### src/rtl/i2c_target_pkg.sv
// i2c_target_pkg: state encoding and ACK levels shared by the i2c_target slice
package i2c_target_pkg;
  typedef enum logic [3:0] {
    IDLE, ADDR, ADDR_ACK, PTR, PTR_ACK, WDATA, WDATA_ACK, RDATA, RACK
  } state_t;
  localparam logic ACK = 1'b0;
  localparam logic NACK = 1'b1;
endpackage

### src/rtl/i2c_sync_edge.sv
// i2c_sync_edge: 2-flop synchronizer plus history flop with rise/fall detection
module i2c_sync_edge (
  input  logic clk,
  input  logic rst,
  input  logic d,
  output logic q,
  output logic rise,
  output logic fall
);
  logic s1, h;
  // Reset to the idle-high bus level so release of reset creates no spurious edge
  always_ff @(posedge clk or posedge rst)
    if (rst) {s1, q, h} <= 3'b111;
    else {s1, q, h} <= {d, s1, q};
  assign rise = q & ~h;
  assign fall = ~q & h;
endmodule

### src/rtl/i2c_target.sv
// i2c_target: I2C responder with a byte register bank; define I2C_TARGET_GENCALL_EN
// to also accept general-call writes (address 0x00) into the bank starting at register 0.
module i2c_target
  import i2c_target_pkg::*;
#(
  parameter logic [6:0] TARGET_ADDR = 7'h42,
  parameter int NUM_REGS = 16
) (
  input  logic clk,
  input  logic rst,
  input  logic scl_in,
  input  logic sda_in,
  output logic sda_oe,
  input  logic [$clog2(NUM_REGS)-1:0] loc_addr,
  output logic [7:0] loc_rdata,
  output logic wr_strobe,
  output logic [$clog2(NUM_REGS)-1:0] wr_index,
  output logic [7:0] wr_data,
  output logic busy
);
  localparam int AW = $clog2(NUM_REGS);
  state_t state, state_nx;
  logic scl, scl_rise, scl_fall, sda, sda_rise, sda_fall;
  logic start, stop, full, nack, gc, addr_hit;
  logic rx, load, wr, ptr_ld, ptr_clr, ptr_inc, oe_nx;
  logic [2:0] cnt;
  logic [7:0] shreg;
  logic [AW-1:0] ptr;
  logic [7:0] regs [NUM_REGS];

  i2c_sync_edge u_scl (.clk(clk), .rst(rst), .d(scl_in), .q(scl), .rise(scl_rise), .fall(scl_fall));
  i2c_sync_edge u_sda (.clk(clk), .rst(rst), .d(sda_in), .q(sda), .rise(sda_rise), .fall(sda_fall));

  assign start = sda_fall & scl;
  assign stop = sda_rise & scl;
`ifdef I2C_TARGET_GENCALL_EN
  assign gc = shreg == 8'h00;
`else
  assign gc = 1'b0;
`endif
  assign addr_hit = shreg[7:1] == TARGET_ADDR || gc;
  assign loc_rdata = regs[loc_addr];

  always_ff @(posedge clk or posedge rst)
    if (rst) state <= IDLE;
    else state <= state_nx;

  // START/STOP override any SCL edge seen in the same clock
  always_comb begin
    state_nx = state;
    if (start) state_nx = ADDR;
    else if (stop) state_nx = IDLE;
    else if (scl_fall)
      case (state)
        ADDR:      state_nx = !full ? ADDR : addr_hit ? ADDR_ACK : IDLE;
        ADDR_ACK:  state_nx = shreg[0] ? RDATA : gc ? WDATA : PTR;
        PTR:       state_nx = full ? PTR_ACK : PTR;
        PTR_ACK:   state_nx = WDATA;
        WDATA:     state_nx = full ? WDATA_ACK : WDATA;
        WDATA_ACK: state_nx = WDATA;
        RDATA:     state_nx = full ? RACK : RDATA;
        RACK:      state_nx = nack == NACK ? IDLE : RDATA;
        default:   state_nx = state;
      endcase
  end

  always_comb begin
    rx = state == ADDR || state == PTR || state == WDATA;
    load = state_nx == RDATA && state != RDATA;
    wr = state == WDATA && state_nx == WDATA_ACK;
    ptr_ld = state == PTR && state_nx == PTR_ACK;
    ptr_clr = state == ADDR_ACK && state_nx == WDATA;
    ptr_inc = wr || (state == RDATA && state_nx == RACK);
    oe_nx = (start || stop) ? 1'b0 : !scl_fall ? sda_oe :
            (state_nx == ADDR_ACK || state_nx == PTR_ACK || state_nx == WDATA_ACK) ? ~ACK :
            state_nx == RDATA ? ~(state == RDATA ? shreg[7] : regs[ptr][7]) : 1'b0;
  end

  always_ff @(posedge clk or posedge rst)
    if (rst) begin
      sda_oe <= 1'b0;
      busy <= 1'b0;
      wr_strobe <= 1'b0;
      wr_index <= '0;
      wr_data <= '0;
      shreg <= '0;
      cnt <= '0;
      full <= 1'b0;
      nack <= 1'b0;
      ptr <= '0;
      for (int i = 0; i < NUM_REGS; i++) regs[i] <= '0;
    end else begin
      sda_oe <= oe_nx;
      wr_strobe <= wr;
      busy <= stop ? 1'b0 : (state == ADDR && state_nx != ADDR) ? state_nx == ADDR_ACK : busy;
      if (start || stop) begin
        cnt <= '0;
        full <= 1'b0;
      end else if (scl_rise && (rx || state == RDATA)) begin
        shreg <= rx ? {shreg[6:0], sda} : {shreg[6:0], 1'b0};
        cnt <= cnt + 3'd1;
        full <= cnt == 3'd7;
      end else if (scl_fall) full <= 1'b0;
      if (load) shreg <= regs[ptr];
      if (state == RACK && scl_rise) nack <= sda;
      if (wr) begin
        regs[ptr] <= shreg;
        wr_index <= ptr;
        wr_data <= shreg;
      end
      ptr <= ptr_ld ? shreg[AW-1:0] : ptr_clr ? '0 : ptr_inc ? ptr + AW'(1) : ptr;
    end
endmodule

### config.mk
export PLATFORM = sky130hd
export DESIGN_NAME = i2c_target
export DESIGN_NICKNAME = d
export VERILOG_FILES = /design/src/rtl/i2c_target_pkg.sv /design/src/rtl/i2c_sync_edge.sv /design/src/rtl/i2c_target.sv
export SDC_FILE = /design/constraint.sdc
export NUM_CORES = 1
export LEC_CHECK = 0
export BUFFER_PORTS_ARGS = -buffer_cell sky130_fd_sc_hd__buf_2
export CAP_MARGIN = 20
export CORE_MARGIN = 2
export CORE_UTILIZATION = 60
export CTS_CLUSTER_DIAMETER = 150
export DETAILED_ROUTE_END_ITERATION = 7
export GPL_TIMING_DRIVEN = 0
export PLACE_DENSITY = 0.77
export REMOVE_ABC_BUFFERS = 1
export SKIP_LAST_GASP = 1
export SLEW_MARGIN = 20
export SYNTH_ARGS = -nofsm -noshare
export SYNTH_HDL_FRONTEND = slang
export SYNTH_SLANG_ARGS = --single-unit
### constraint.sdc
create_clock -name clk -period 8.07 [get_ports clk]
set_input_delay 0.807 -clock clk [delete_from_list [all_inputs] [get_ports clk]]
set_output_delay 0.807 -clock clk [all_outputs]
set_load 0.01 [all_outputs]
==> flow_summary.ini, run 1 <==
[status]
status = complete, no violations

[setup_path]
slowest_stage = buf_2
critPathMaxFanout = 32
startpoint_type = input pin
crit_buf_inv = 2
crit_type = in2out
cp.required_ns = 7.26
arrival_ns = 2.80
crit_chain = buf_2 > mux4_2 > mux4_2 > buf_2
cp_top_family = multiplexers
cpPeakStageDelay_ns = 0.71
endpoint_kind = output pin
ff2ff_setup_slack_ns = 4.88

[cts]
root_buffer = clkbuf_16
hold_buffers = 0
clock_latency_ns = 0.43
ctsHtreeMaxLevel = 4
cts_sinks = 170
cts_resized = 0
post_cts_buffers = 0
cts.clk_slew.worst_paths_ns = 0.06
clockBufferDepth = 2
cts_made_buffers = 17
cts_tree = done

[synth]
netlist_area_mm2 = 0.009027
async_reset_ff_frac = 1.000
ys_types = 55
synth_edf_count = 0
synth_largest_area_cell = dfrtp_1
synth_warnings = 0
synthTopCellsByArea = dfrtp_1, mux4_2, mux2_2
synthDominantCellAreaShare = 0.4546
seq_area_frac_synth = 0.4721
ys_ff_latch = 170
syn_inst = 605
syn_area_per_cell_um2 = 14.92
yosys_most_used_dff = dfrtp_1

[cells_and_area]
fin_util = 0.6730
layout_commonest_cell = dfrtp_1
area_growth_pct = 9.175
multi_input_area_mm2 = 0.004514
diodes = 0
final_nets = 622
layout-drive-gt1-share = 0.5185
final-seq-area_mm2 = 0.004267
nFillCells = 979
layout_common_cells = dfrtp_1, mux2_2, mux4_2, buf_2, nand2_1

[detailed_routing]
drc = 0
ant_nets = 0
drt_wl_total_um = 21510
vias_per_cell = 6.875
drt_iter0_drc = 575
firstDrtPassIters = 5
num_vias = 5534
drt-wirelength-per-cell_um = 26.72

[flow_run]
drv_cap = 0

[die]
rows = 44
core-area_mm2 = 0.01464
die_y_um = 126.7
start_util = 0.6165
io_pins = 31
die-area_mm2 = 0.01604
chipWidth_um = 126.7

[timing]
report.final.hold_viol_count = 0
finalCritPeriodShare = 0.4468
worst_pin_slew_ns = 1.080
fmax_mhz = 277.4
rsz0062_at_grt = no
final.setup.worst_slack_ns = 4.464
min_period_ns = 3.606
tns_ns = 0
setup_viol = 0
fin_skew_ns = 0.01143
max-slew-margin-rel = 0.2797
drv_slew = 0

[global_route]
grt_pass1_wl_um = 34030
antenna_found_initial = 0
grt_pass1_vias = 5778
track_usage = 0.2857
grt_max_degree = 108
grt-ovfl-total = 0

[place]
io_buffer_count = 30
hpwl_um = 13410
dp_slack_ns = 4.483
gp_congestion = 0.8726

[pwr]
ir_worst_vdd_uv = 149.4
power_density_mw_per_mm2 = 228.3
leakage_nw = 4.583

[worst_hold_path]
hp-class = reg2reg
[synth_stat cells (3+ instances only)]
cell type / number
buf_1: 8
xnor2_1: 4
dfrtp_1: 164
dfstp_2: 6
or3_1: 4
a21oi_1: 7
and3_1: 4
o21ai_0: 3
nand3_2: 12
nand4_4: 4
mux2_2: 149
clkbuf_1: 27
mux2i_1: 5
ha_1: 6
buf_2: 13
nor2_1: 10
nand3_1: 11
mux2_4: 3
a221o_1: 3
a31oi_1: 5
mux4_2: 76
nand2_1: 20
and2_1: 6
nor3_1: 5
inv_1: 7
a22oi_1: 3
[worst paths after layout]
check                      depth (start not counted)                     to               start
max in group asynchronous                          3   regs[93]$_DFFE_PP0P_                 rst
min reg2reg                                        0      u_scl.q$_DFF_PP1_  u_scl.s1$_DFF_PP1_
max                                                4           loc_rdata[2]         loc_addr[1]
min in group asynchronous                          2  regs[112]$_DFFE_PP0P_                 rst
min                                                0      u_scl.q$_DFF_PP1_  u_scl.s1$_DFF_PP1_
max reg2reg                                        8   regs[80]$_DFFE_PP0P_  state[0]$_DFF_PP0_
[where the power goes]
part	leakage (nW)	switching (W)	internal, W
Combinational	1.96	0.000183	0.000186
Sequential	2.34	0.000188	0.000904
Clock	0.287	0.000326	0.000464
Total	4.58	0.000696	0.00155
[metrics by stage]
stage | instances | power (W) | hold slack, ns | area [um^2]
floorplan | 553 | 0.001301 | 0.3452 | 8793
global route | 805 | 0.002338 | 0.3622 | 9856
finish | 805 | 0.002250 | 0.3497 | 9856
global placement | 767 | 0.001443 | 0.3453 | 9174
CTS | 804 | 0.002254 | 0.3537 | 9841
detailed placement | 772 | 0.001470 | 0.3468 | 9271
[final cells by class]
type,count,share of cell area
multi-input combinational,376,0.4580
clock buffer,25,0.05129
inverter,7,0.003428
sequential,170,0.4329
clock inverter,7,0.006475
timing repair buffer,36,0.02450
tap,184,0.02336
[logic make-up after synthesis]
logic type	count (synthesis)	synth area share
flip-flops	170	0.4721
buffers and inverters	59	0.02883
XOR/XNOR	5	0.004851
AND/OR/NAND/NOR	96	0.07179
AO/OA/AOI/OAI	36	0.02814
multiplexers	233	0.3860
adder cells (fa/ha/maj)	6	0.008316
[flip-flops by register name (all words and copies together) (netlist names), 3 cells and up]
register,cells
ptr,4
wr_index,4
state,4
shreg,8
cnt,3
regs,128
wr_data,8
[worst register-to-register path, cell delays in order (launching register included)]
cell and delay [ns]:
dfrtp_1 0.68, nand2_1 0.20, or3_1 0.37, o211ai_1 0.22, nor4b_4 0.34, buf_6 0.23, buf_4 0.23, nand3_2 0.38
mux2_2 0.42
[per-layer routing]
metal / vias to the layer above / part of all wire / GRT usage
met5: - / 0 / 0
met4: 0 / 0.017 / 0.08016
met2: 205 / 0.52 / 0.4744
met3: 33 / 0.057 / 0.05230
li1: 2342 / - / -
met1: 2954 / 0.41 / 0.3958
No activity file was read; power rests on OpenSTA's default activity.
==> run 2, diff against run 1 <==
Settings changed: ABC_AREA set to 1.
Clock period 8.07 ns to 3.6 ns, I/O delays scaled along.
==> run 2 against run 1 <==
Effect of this change:
- the flow now finishes with violations (negative hold slack)
- wire length up 16%
- clock skew fell by 0.0029 ns
- via count increased by 51%
- first-iteration DRC count grew 85%
- critical path depth up 2
- highest routed layer unchanged
==> flow_summary.ini, run 2 <==
[timing]
rsz0062_at_grt = no
fin_skew_ns = 0.008504
setup_viol = 0
fmax_mhz = 303.0
tns_ns = 0
max-slew-margin-rel = 0.2627
worst_pin_slew_ns = 1.102
report.final.hold_viol_count = 3
finalCritPeriodShare = 0.9166
whs_ns = -0.01123
min_period_ns = 3.300
drv_slew = 0

[setup_path]
cp.required_ns = 3.24
arrival_ns = 2.94
endpoint_kind = output pin
critPathMaxFanout = 37
startpoint_type = input pin
reg2reg_depth = 13
crit_type = in2out

[global_route]
grt_max_degree = 89
grt-ovfl-total = 0
grt_pass1_vias = 7373
antenna_found_initial = 0
grt_pass1_wl_um = 39230
track_usage = 0.3116

[pwr]
leakage_nw = 4.713
p_sw_frac = 0.4093
power_density_mw_per_mm2 = 660.6
intPower_w = 0.003918
p_switching_w = 0.002714
seq_power_share = 0.371
comb_power_share = 0.349
power.total_w = 0.006632
pwr-share-clk = 0.280
ir_worst_vdd_uv = 379.5

[place]
io_buffer_count = 30
hpwl_um = 15390
dp_cells = 1338
place_area_mm2 = 0.009435
gp_congestion = 0.9193

[cells_and_area]
diodes = 0
layout.cells.non_filler = 1370
largest_reg_flops = 128
fin_util = 0.6604
layout_common_cells = nand2_1, dfrtp_1, o21ai_0, o21ai_1, inv_1
layout_commonest_cell = nand2_1
top_register = regs
area_growth_pct = 7.733
reg_top3 = regs x128, shreg x8, wr_data x8
final_cell_area_mm2 = 0.01004
layout-drive-gt1-share = 0.09306
final_nets = 1183

[cts]
cts_tree = done
cts_sinks = 170
clockBufferDepth = 2
clock_latency_ns = 0.44
ctsHtreeMaxLevel = 4
cts.clk_slew.worst_paths_ns = 0.06
hold_buffers = 0
root_buffer = clkbuf_16
cts_made_buffers = 17

[synth]
synth_edf_count = 0
synthTopCellsByArea = dfrtp_1, nand2_1, o21ai_0
syn_area_per_cell_um2 = 7.838
synthDominantCellAreaShare = 0.4404
netlist_area_mm2 = 0.009319
synth.most_common_cell = nand2_1
synth_commonest_cells = nand2_1, dfrtp_1, o21ai_0, o21ai_1, inv_1
syn_inst = 1189
async_reset_ff_frac = 1.000
ys_ff_latch = 170
synth_warnings = 0
ys_types = 33
synth_largest_area_cell = dfrtp_1
seq_area_frac_synth = 0.4573
yosys_most_used_dff = dfrtp_1

[detailed_routing]
drt_iter0_drc = 1066
num_vias = 8329
drt_wl_total_um = 24880
drt-wirelength-per-cell_um = 18.16
firstDrtPassIters = 6
vias_per_cell = 6.080
ant_nets = 0
drc = 0

[die]
die-area_mm2 = 0.01654
rows = 45
start_util = 0.6130
io_pins = 31
chipWidth_um = 128.6
core-area_mm2 = 0.01520
die_y_um = 128.6

[flow_run]
drv_cap = 0

[status]
violations = negative hold slack
status = finished with violations

[worst_hold_path]
hp-class = in2async
==> run 2: changes by cell type after synthesis, sizes merged, moves of 75 or more <==
cell	change
mux2	-152
mux4	-76
o21ai	+270
nor2	+75
inv	+78
nand2	+276
==> run 2: through the flow <==
| step | hold WS [ns] | setup slack, ns |
|---|---|---|
| finish | -0.01123 | 0.3002 |
| global route | 0.01008 | 0.3033 |
| floorplan | 0.3452 | -1.354 |
| CTS | 0.01136 | 0.08191 |
| global placement | 0.3454 | -3.195 |
| detailed placement | 0.3476 | 0.06809 |
==> run 2: worst max-delay path, stage by stage <==
cell and delay, ns:
buf_2 0.68, clkinvlp_4 0.89, o21ai_0 0.55, o211ai_1 0.17, nand2_1 0.14, buf_2 0.14
==> run 2: cell families (layout without fill, tap and decap cells) <==
group / count (synthesis) / in the layout / synth area share
buffers and inverters: 161 / 154 / 0.07707
AO/OA/AOI/OAI: 381 / 381 / 0.2162
multiplexers: 28 / 28 / 0.03008
XOR/XNOR: 2 / 2 / 0.001880
AND/OR/NAND/NOR: 441 / 441 / 0.2095
adder cells (fa/ha/maj): 6 / 6 / 0.008056
flip-flops: 170 / 170 / 0.4573
==> run 2: power groups by stage <==
stage	registers (W)	logic (W)	clock network [W]
floorplan	0.00247	0.00143	0
global placement	0.00257	0.00209	0
detailed placement	0.00248	0.00226	0
CTS	0.00245	0.00228	0.00187
global route	0.00249	0.00256	0.00195
finish	0.00246	0.00232	0.00186
==> run 2: what timing repair did <==
action / in CTS / in global routing
gates resized for setup: 0 / 1
setup endpoints to repair: 0 / 5
endpoints found under the hold margin: 0 / 0
buffers inserted: 0 / 0
==> run 2: routing by layer <==
layer,vias up,global-route usage,share of wire
met4,0,0.1029,0.023
met5,-,0,0
met2,402,0.4909,0.47
li1,3955,-,-
met1,3918,0.4344,0.42
met3,54,0.06653,0.091
==> run 2: final cells by class <==
| type | count | area (um^2) |
|---|---|---|
| Fill cell | 1280 | 5162 |
| Multi-Input combinational cell | 858 | 4339 |
| Sequential cell | 170 | 4267 |
| Clock buffer | 23 | 488.0 |
| Inverter | 87 | 342.8 |
| Timing Repair Buffer | 35 | 255.2 |
| Tap cell | 188 | 235.2 |
| Clock inverter | 9 | 112.6 |
==> run 2: final timing paths <==
path / start / to / slack, ns
max in group asynchronous: rst / regs[109]$_DFFE_PP0P_ / 2.79
worst max-delay path: loc_addr[1] / loc_rdata[2] / 0.30
worst min-delay path: rst / regs[51]$_DFFE_PP0P_ / -0.01
min in group clk: sda_in / u_sda.s1$_DFF_PP1_ / 0.02
worst min register to register: u_sda.s1$_DFF_PP1_ / u_sda.q$_DFF_PP1_ / 0.36
worst max register to register: u_scl.h$_DFF_PP1_ / shreg[6]$_DFFE_PP0P_ / 0.98
